[src/rtl/pipe_stage_skid.sv]
// ----------------------------------------------------------------------------
// pipe_stage_skid
//   One pipeline stage on a valid/ready stream.
//   SKID_EN=1: two entries (main + skid). in_ready comes straight from the skid
//              valid flop, so there is no combinational path from out_ready
//              to in_ready.
//   SKID_EN=0: main entry only. in_ready = ~vm | out_ready (combinational).
//
// Ports
//   clk        clock; all state updates on the rising edge
//   rst        synchronous active-high reset; dominates everything else
//   flush      synchronous clear of both entries
//   in_valid   upstream beat present
//   in_ready   stage accepts a beat this cycle
//   in_data    upstream payload [WIDTH]
//   out_valid  main entry holds a beat
//   out_ready  downstream accepts this cycle
//   out_data   main-entry payload [WIDTH]
//   occupancy  number of held beats, 0..2
// ----------------------------------------------------------------------------
module pipe_stage_skid #(
    parameter int WIDTH   = 32,
    parameter int SKID_EN = 1
) (
    input  logic             clk,
    input  logic             rst,
    input  logic             flush,
    input  logic             in_valid,
    output logic             in_ready,
    input  logic [WIDTH-1:0] in_data,
    output logic             out_valid,
    input  logic             out_ready,
    output logic [WIDTH-1:0] out_data,
    output logic [1:0]       occupancy
);

    logic             vm;
    logic             vs;
    logic [WIDTH-1:0] m;
    logic [WIDTH-1:0] s;
    logic             fire_in;
    logic             fire_out;

    generate
        if (SKID_EN != 0) begin : g_skid
            // Ready is simply "skid slot empty", taken from a flop.
            assign in_ready = ~vs;
        end else begin : g_noskid
            assign in_ready = ~vm | out_ready;
        end
    endgenerate

    assign fire_in   = in_valid & in_ready;
    assign fire_out  = vm & out_ready;
    assign out_valid = vm;
    assign out_data  = m;
    assign occupancy = {1'b0, vm} + {1'b0, vs};

    always_ff @(posedge clk) begin
        if (rst || flush) begin
            vm <= 1'b0;
            vs <= 1'b0;
            m  <= '0;
            s  <= '0;
        end else if (SKID_EN != 0 && vs) begin
            // Skid occupied: in_ready is low, so only a drain can happen.
            // The skid beat moves up; s keeps its stale value, vs marks it dead.
            if (fire_out) begin
                m  <= s;
                vs <= 1'b0;
            end
        end else if (!vm || fire_out) begin
            // Main slot free (or freeing this cycle): incoming beat goes to m.
            vm <= fire_in;
            if (fire_in) m <= in_data;
        end else if (SKID_EN != 0 && fire_in) begin
            // Main is stalled and a beat arrives: park it in the skid slot.
            s  <= in_data;
            vs <= 1'b1;
        end
    end

endmodule

[config.mk]
export PLATFORM = sky130hd
export DESIGN_NAME = pipe_stage_skid
export DESIGN_NICKNAME = d
export VERILOG_FILES = /design/src/rtl/pipe_stage_skid.sv
export SDC_FILE = /design/constraint.sdc
export NUM_CORES = 1
export LEC_CHECK = 0
export BUFFER_PORTS_ARGS = -buffer_cell sky130_fd_sc_hd__buf_2
export CORE_MARGIN = 10
export CORE_UTILIZATION = 44
export DETAILED_ROUTE_END_ITERATION = 8
export GPL_ROUTABILITY_DRIVEN = 0
export PLACE_DENSITY = 0.73
export SYNTH_ARGS = -nofsm -noshare
export SYNTH_HDL_FRONTEND = slang
export SYNTH_SLANG_ARGS = --single-unit
[constraint.sdc]
create_clock -name clk -period 1.65 [get_ports clk]
set_input_delay 0.2475 -clock clk [delete_from_list [all_inputs] [get_ports clk]]
set_output_delay 0.2475 -clock clk [all_outputs]
set_load 0.02 [all_outputs]
# Yosys cells after proc, flatten, opt, wreduce, memory -nomap -nowiden
# Cells that the tools add are included.
[totals]
register_bits = 66
inputBits = 37
output_inout_bits = 36
wordCells = 26
[classes]
add_sub_neg = 1
eq_ne = 1
mux = 8
bitwise = 4
reduce_logical = 8
[ops]
columns = ["cell", "n"]
rows = [
  ["$mux 32", 4],
  ["$reduce_and 3->1", 2],
  ["$mux 1", 4],
  ["$reduce_bool 2->1", 2],
  ["$add 1x1->2", 1],
  ["$and 1x1->1", 2],
  ["$logic_or 1x1->1", 2],
  ["$ne 2x1->1 const B", 1],
  ["$not 1->1", 2],
  ["$reduce_and 2->1", 1],
  ["$logic_not 1->1", 1],
]

# Logic depth before layout (Yosys ltp)
[logic_depth]
word_depth = 5
mapped_depth = 6
ltp_nobuf = 3

# Least setup slack after synthesis
# Ideal clock, no wire load.
[synth_path]
path_type = "flip-flop to flip-flop"
startpoint = "register vm (netlist: out_valid)"
endpoint = "register m[10] (netlist: out_data[10])"
setup_ns = 0.081
arrival_time_ns = 1.304
required_time_ns = 1.569
path_slack_ns = 0.265
stages_incl_launch_ff = 5
path_buffers = 1
period_less_slack_ns = 1.385
cell_sequence = "dfxtp_1 > mux2_4 > clkbuf_1 > a21oi_1 > a211oi_2"
[synth_via]
elab_chain_cells = 4
word_cells_on_any_way = 6
classes_between = "eq/ne: 1; bitwise: 1; reduce/logical: 4"
[synth_rtl]
columns = ["element", "line", "rtl"]
rows = [
  ["start: declaration", "37", "logic vm;"],
  ["start signal: assignment", "74", "vm <= fire_in;"],
  ["$and 1x1->1 / $logic_not 1->1 (equally long branches)", "54, 72", ""],
  ["$logic_or 1x1->1", "72", "end else if (!vm || fire_out) begin"],
  ["$reduce_bool 2->1 (no source line)", "-", ""],
  ["$reduce_and 3->1 (no source line) *", "-", ""],
  ["end signal: assignment", "69", "m <= s;"],
  ["end signal: assignment", "75", "if (fire_in) m <= in_data;"],
  ["end: declaration", "39", "logic [WIDTH-1:0] m;"],
]
# Every way passes the cells marked *; elsewhere a longest branch is shown, timed or not.
# A chain may end at the register's enable or synchronous reset.

# Final worst setup path
[layout_path]
startpoint = "register vs"
endpoint = "output port occupancy[0]"
[layout_via]
elab_chain_cells = 1
[layout_rtl]
columns = ["element", "line", "rtl"]
rows = [
  ["start: declaration", "38", "logic vs;"],
  ["start signal: assignment", "62", "vs <= 1'b0;"],
  ["start signal: assignment", "70", "vs <= 1'b0;"],
  ["start signal: assignment", "79", "vs <= 1'b1;"],
  ["$add 1x1->2", "57", "assign occupancy = {1'b0, vm} + {1'b0, vs};"],
  ["end: declaration", "34", "output logic [1:0] occupancy"],
]
# No other way between the ends.

==> reports/summary.md <==
The run finished with clean final reports. The detailed router finished its first iteration with 123 violations. After synthesis, the cell types taking the most area are sky130_fd_sc_hd__dfxtp_1 (46%), sky130_fd_sc_hd__a211oi_2 (13%), sky130_fd_sc_hd__a21oi_1 (12%), sky130_fd_sc_hd__mux2i_1 (11%), sky130_fd_sc_hd__nand2_1 (8.6%). The total die area was 10140 sq um; the sequential cell area was 1323 sq um.

Cells fill 55.25% of the core in the end. Entering global routing, the biggest net connects 67 pins. The commonest cells after synthesis are sky130_fd_sc_hd__a21oi_1 (66), sky130_fd_sc_hd__dfxtp_1 (66), sky130_fd_sc_hd__nand2_1 (66). Final hold analysis gives a worst-case slack of 0.1539 ns. The headroom to the max-slew limit was 75.72%; the number of nets in the layout was 408. Counting both buffers and inverters, the worst setup path holds a total of 2. For this block, the via count after detailed routing is 2360. In the final layout, the multi-input gates occupy 1369 sq um. In this run the deepest clock path goes through 2 buffers. After clock tree synthesis, the repair step resized 0 gates. The dominant synthesized flop cell was sky130_fd_sc_hd__dfxtp_1. The via count of the first global-routing pass is 2438, and the count of nets left with antenna violations after detail routing is 0.

IR analysis of the VDD net gives a maximum drop of 0.0007399 V. The final layout contains routed wiring with a total length of 7362 um. Input and output buffers added on the ports amount to 72. The count of flip-flops with a built-in enable after synthesis came out at 0.

Power spread over the standard cell area amounts to 972.6 nW/um^2. STA puts the critical path data required time at 1.40 ns. The maximum single-stage delay on the critical path is 0.38 ns. The die span in x is 100.7 um. TritonCTS created 9 clock buffers. TritonCTS built the clock tree. The largest total area in the synthesized netlist belongs to sky130_fd_sc_hd__dfxtp_1. Top-level port count: 73. Sequential cells were found to cover 46.09% of the synthesized design area.

The later-pin clock latency in the skew report was 0.34 ns. After detailed routing, the number of vias per cell comes to 5.221. STA classifies the critical path startpoint as a flip-flop.

The worst setup path is of the reg -> out kind. For this run, the detailed router's first-pass iteration total came to 4. The critical path goes through buf_12 -> ha_1 -> buf_2.

Static timing analysis puts the maximum clock frequency at 624.5 MHz. In this run the biggest area consumer among cell types represents 46.09% of the synthesized area. The first global-routing pass estimated 11980 um of wire. The number of antenna violations at the first check in global routing was 0.

The run gives 6350 sq um as the placeable core region. The hold violation count in the final report came out at 0. The largest individual stage delay along the critical path comes from the cell sky130_fd_sc_hd__dfxtp_2. The summed negative setup slack over all endpoints was 0 ns. In this run the clock root is driven by a sky130_fd_sc_hd__clkbuf_8. Of the available clock period, the critical path in the final layout requires 97.04%. The die is 100.7 um tall.

The clock drives 66 sinks. After detailed routing, the average wire length per cell comes to 16.29 um. The tools report the largest clock skew in the final design as 0.006143 ns.

The total overflow left after global routing is 0. The number of nets handed over by synthesis was 341. Cells with a size suffix above 1 make up 35.47% of the layout.

The average instance in the mapped netlist occupies 9.460 sq um. The synthesis warning total was 0. Counting every instance in the synthesized netlist gives 303. The class of the tightest hold or removal check was in -> reg. The total number of placement rows was 29; the count of H-tree levels built during CTS was 3. In this run the worst path has a maximum fanout of 19. Grouping stages by cell kind, the critical path spends the most delay in flip-flops. In the global route stage, overall resource usage came out at 14.64%. After clock tree synthesis, the flow added hold-fix buffers numbering 0.

After layout, the minimum clock period comes to 1.601 ns. Max-cap violations in this run came to 0. The leakage power total is 1.306 nW. Starting density of the core: 45.14%. The DRC violation count after routing was 0; the HPWL reported at the end of detailed placement was 4877 um.

For the pin with the worst max-slew slack, the measured transition is 0.3642 ns. The repair_antennas step left the layout with diodes totalling 0. STA puts the critical path data arrival time at 1.35 ns.

The relative area change from synthesis to final layout came out at 22.39%. Buffers inserted during post-CTS setup optimization: 0. The fraction of registers with async set or reset after synthesis is 0%. The element type at the critical path end is a primary output. In this run the cell area of the synthesized design comes to 2866 sq um. Clock-pin slew was measured on the worst setup and hold paths at 0.07 ns. Setup repair after global routing left no endpoint under its margin.

The count of state elements after synthesis is 66, and the final number of setup-violating endpoints is 0. The filler cells instantiated in the layout total 581. The number of max-slew violations in the final report was 0.

The synthesized netlist contains 21 unique library cells.
## final cells by class
class | instances | share of cell area (%)
tap | 77 | 2.746
sequential | 66 | 37.70
multi-input combinational | 205 | 39.02
timing repair buffer | 86 | 14.69
clock inverter | 2 | 0.9986
clock buffer | 14 | 4.636
inverter | 2 | 0.2140
## cell usage in the layout (no fill, tap or decap), types with 2 or more instances in the layout
| master | Yosys | final |
|---|---|---|
| sky130_fd_sc_hd__a211oi_1 | 2 | 2 |
| sky130_fd_sc_hd__clkbuf_1 | 11 | 3 |
| sky130_fd_sc_hd__dfxtp_1 | 66 | 65 |
| sky130_fd_sc_hd__inv_1 | 2 | 2 |
| sky130_fd_sc_hd__a211oi_2 | 30 | 30 |
| sky130_fd_sc_hd__buf_4 | 4 | 11 |
| sky130_fd_sc_hd__mux2i_1 | 32 | 32 |
| sky130_fd_sc_hd__clkbuf_8 | 0 | 11 |
| sky130_fd_sc_hd__a21oi_1 | 66 | 66 |
| sky130_fd_sc_hd__nand2_1 | 66 | 66 |
| sky130_fd_sc_hd__buf_12 | 0 | 2 |
| sky130_fd_sc_hd__buf_2 | 10 | 72 |
## path summary, 6_finish.rpt
path | slack (ns) | cells after the start | to | start
worst max register to register | 0.14 | 4 | out_data[18] | vs
worst max-delay path | 0.05 | 3 | occupancy[0] | vs
worst min register to register | 0.46 | 2 | s[5] | s[5]
worst min-delay path | 0.15 | 3 | s[10] | in_data[10]
## logic make-up (layout without fill, tap and decap cells)
logic type                 count (synthesis)  in the layout  synth area share [%]
AOI/OAI and AO/OA                         99             99                 25.32
and+or+nand+nor                           72             72                 10.26
DFF                                       66             66                 46.09
muxes                                     33             33                 11.70
buffers and inverters                     32            104                 6.198
adders and majority gates                  1              1                0.4364
## tightest hold or removal path, delay by kind of cell
family,cells,cell delay (ns)
buf+inv,1,0.10
simple gates,1,0.05
compound gates,1,0.05
## flip-flops by register name, indices dropped and copies added, names as in the netlist
name	count
s	32
out_valid	1
vs	1
out_data	32
## through the flow
| stage | std cells | area, sq um | setup WS [ns] | power, mW |
|---|---|---|---|---|
| 2_1_floorplan | 303 | 2867 | 0.2651 | 1.946 |
| 3_3_place_gp | 435 | 3278 | 0.2223 | 2.076 |
| 3_5_place_dp | 435 | 3278 | 0.1728 | 2.083 |
| 4_1_cts | 452 | 3508 | 0.03364 | 3.441 |
| 5_1_grt | 452 | 3508 | 0.0008323 | 3.547 |
| 6_report | 452 | 3508 | 0.04883 | 3.412 |
## power breakdown
part           total [mW]  internal (mW)  switching, mW  leakage, nW
combinational       0.392          0.148          0.244        0.669
clock                1.37          0.781          0.585        0.101
sequential           1.65           1.63         0.0210        0.537
total                3.41           2.56          0.850         1.31
## layer usage
layer	vias up	global-route usage (%)	routed length (um)
met5	-	0	0
met4	0	4.891	80
met3	9	5.967	447
met2	52	23.34	3589
met1	1112	17.38	3243
li1	1187	-	-
Note: power is estimated with default switching activity, not from simulation.
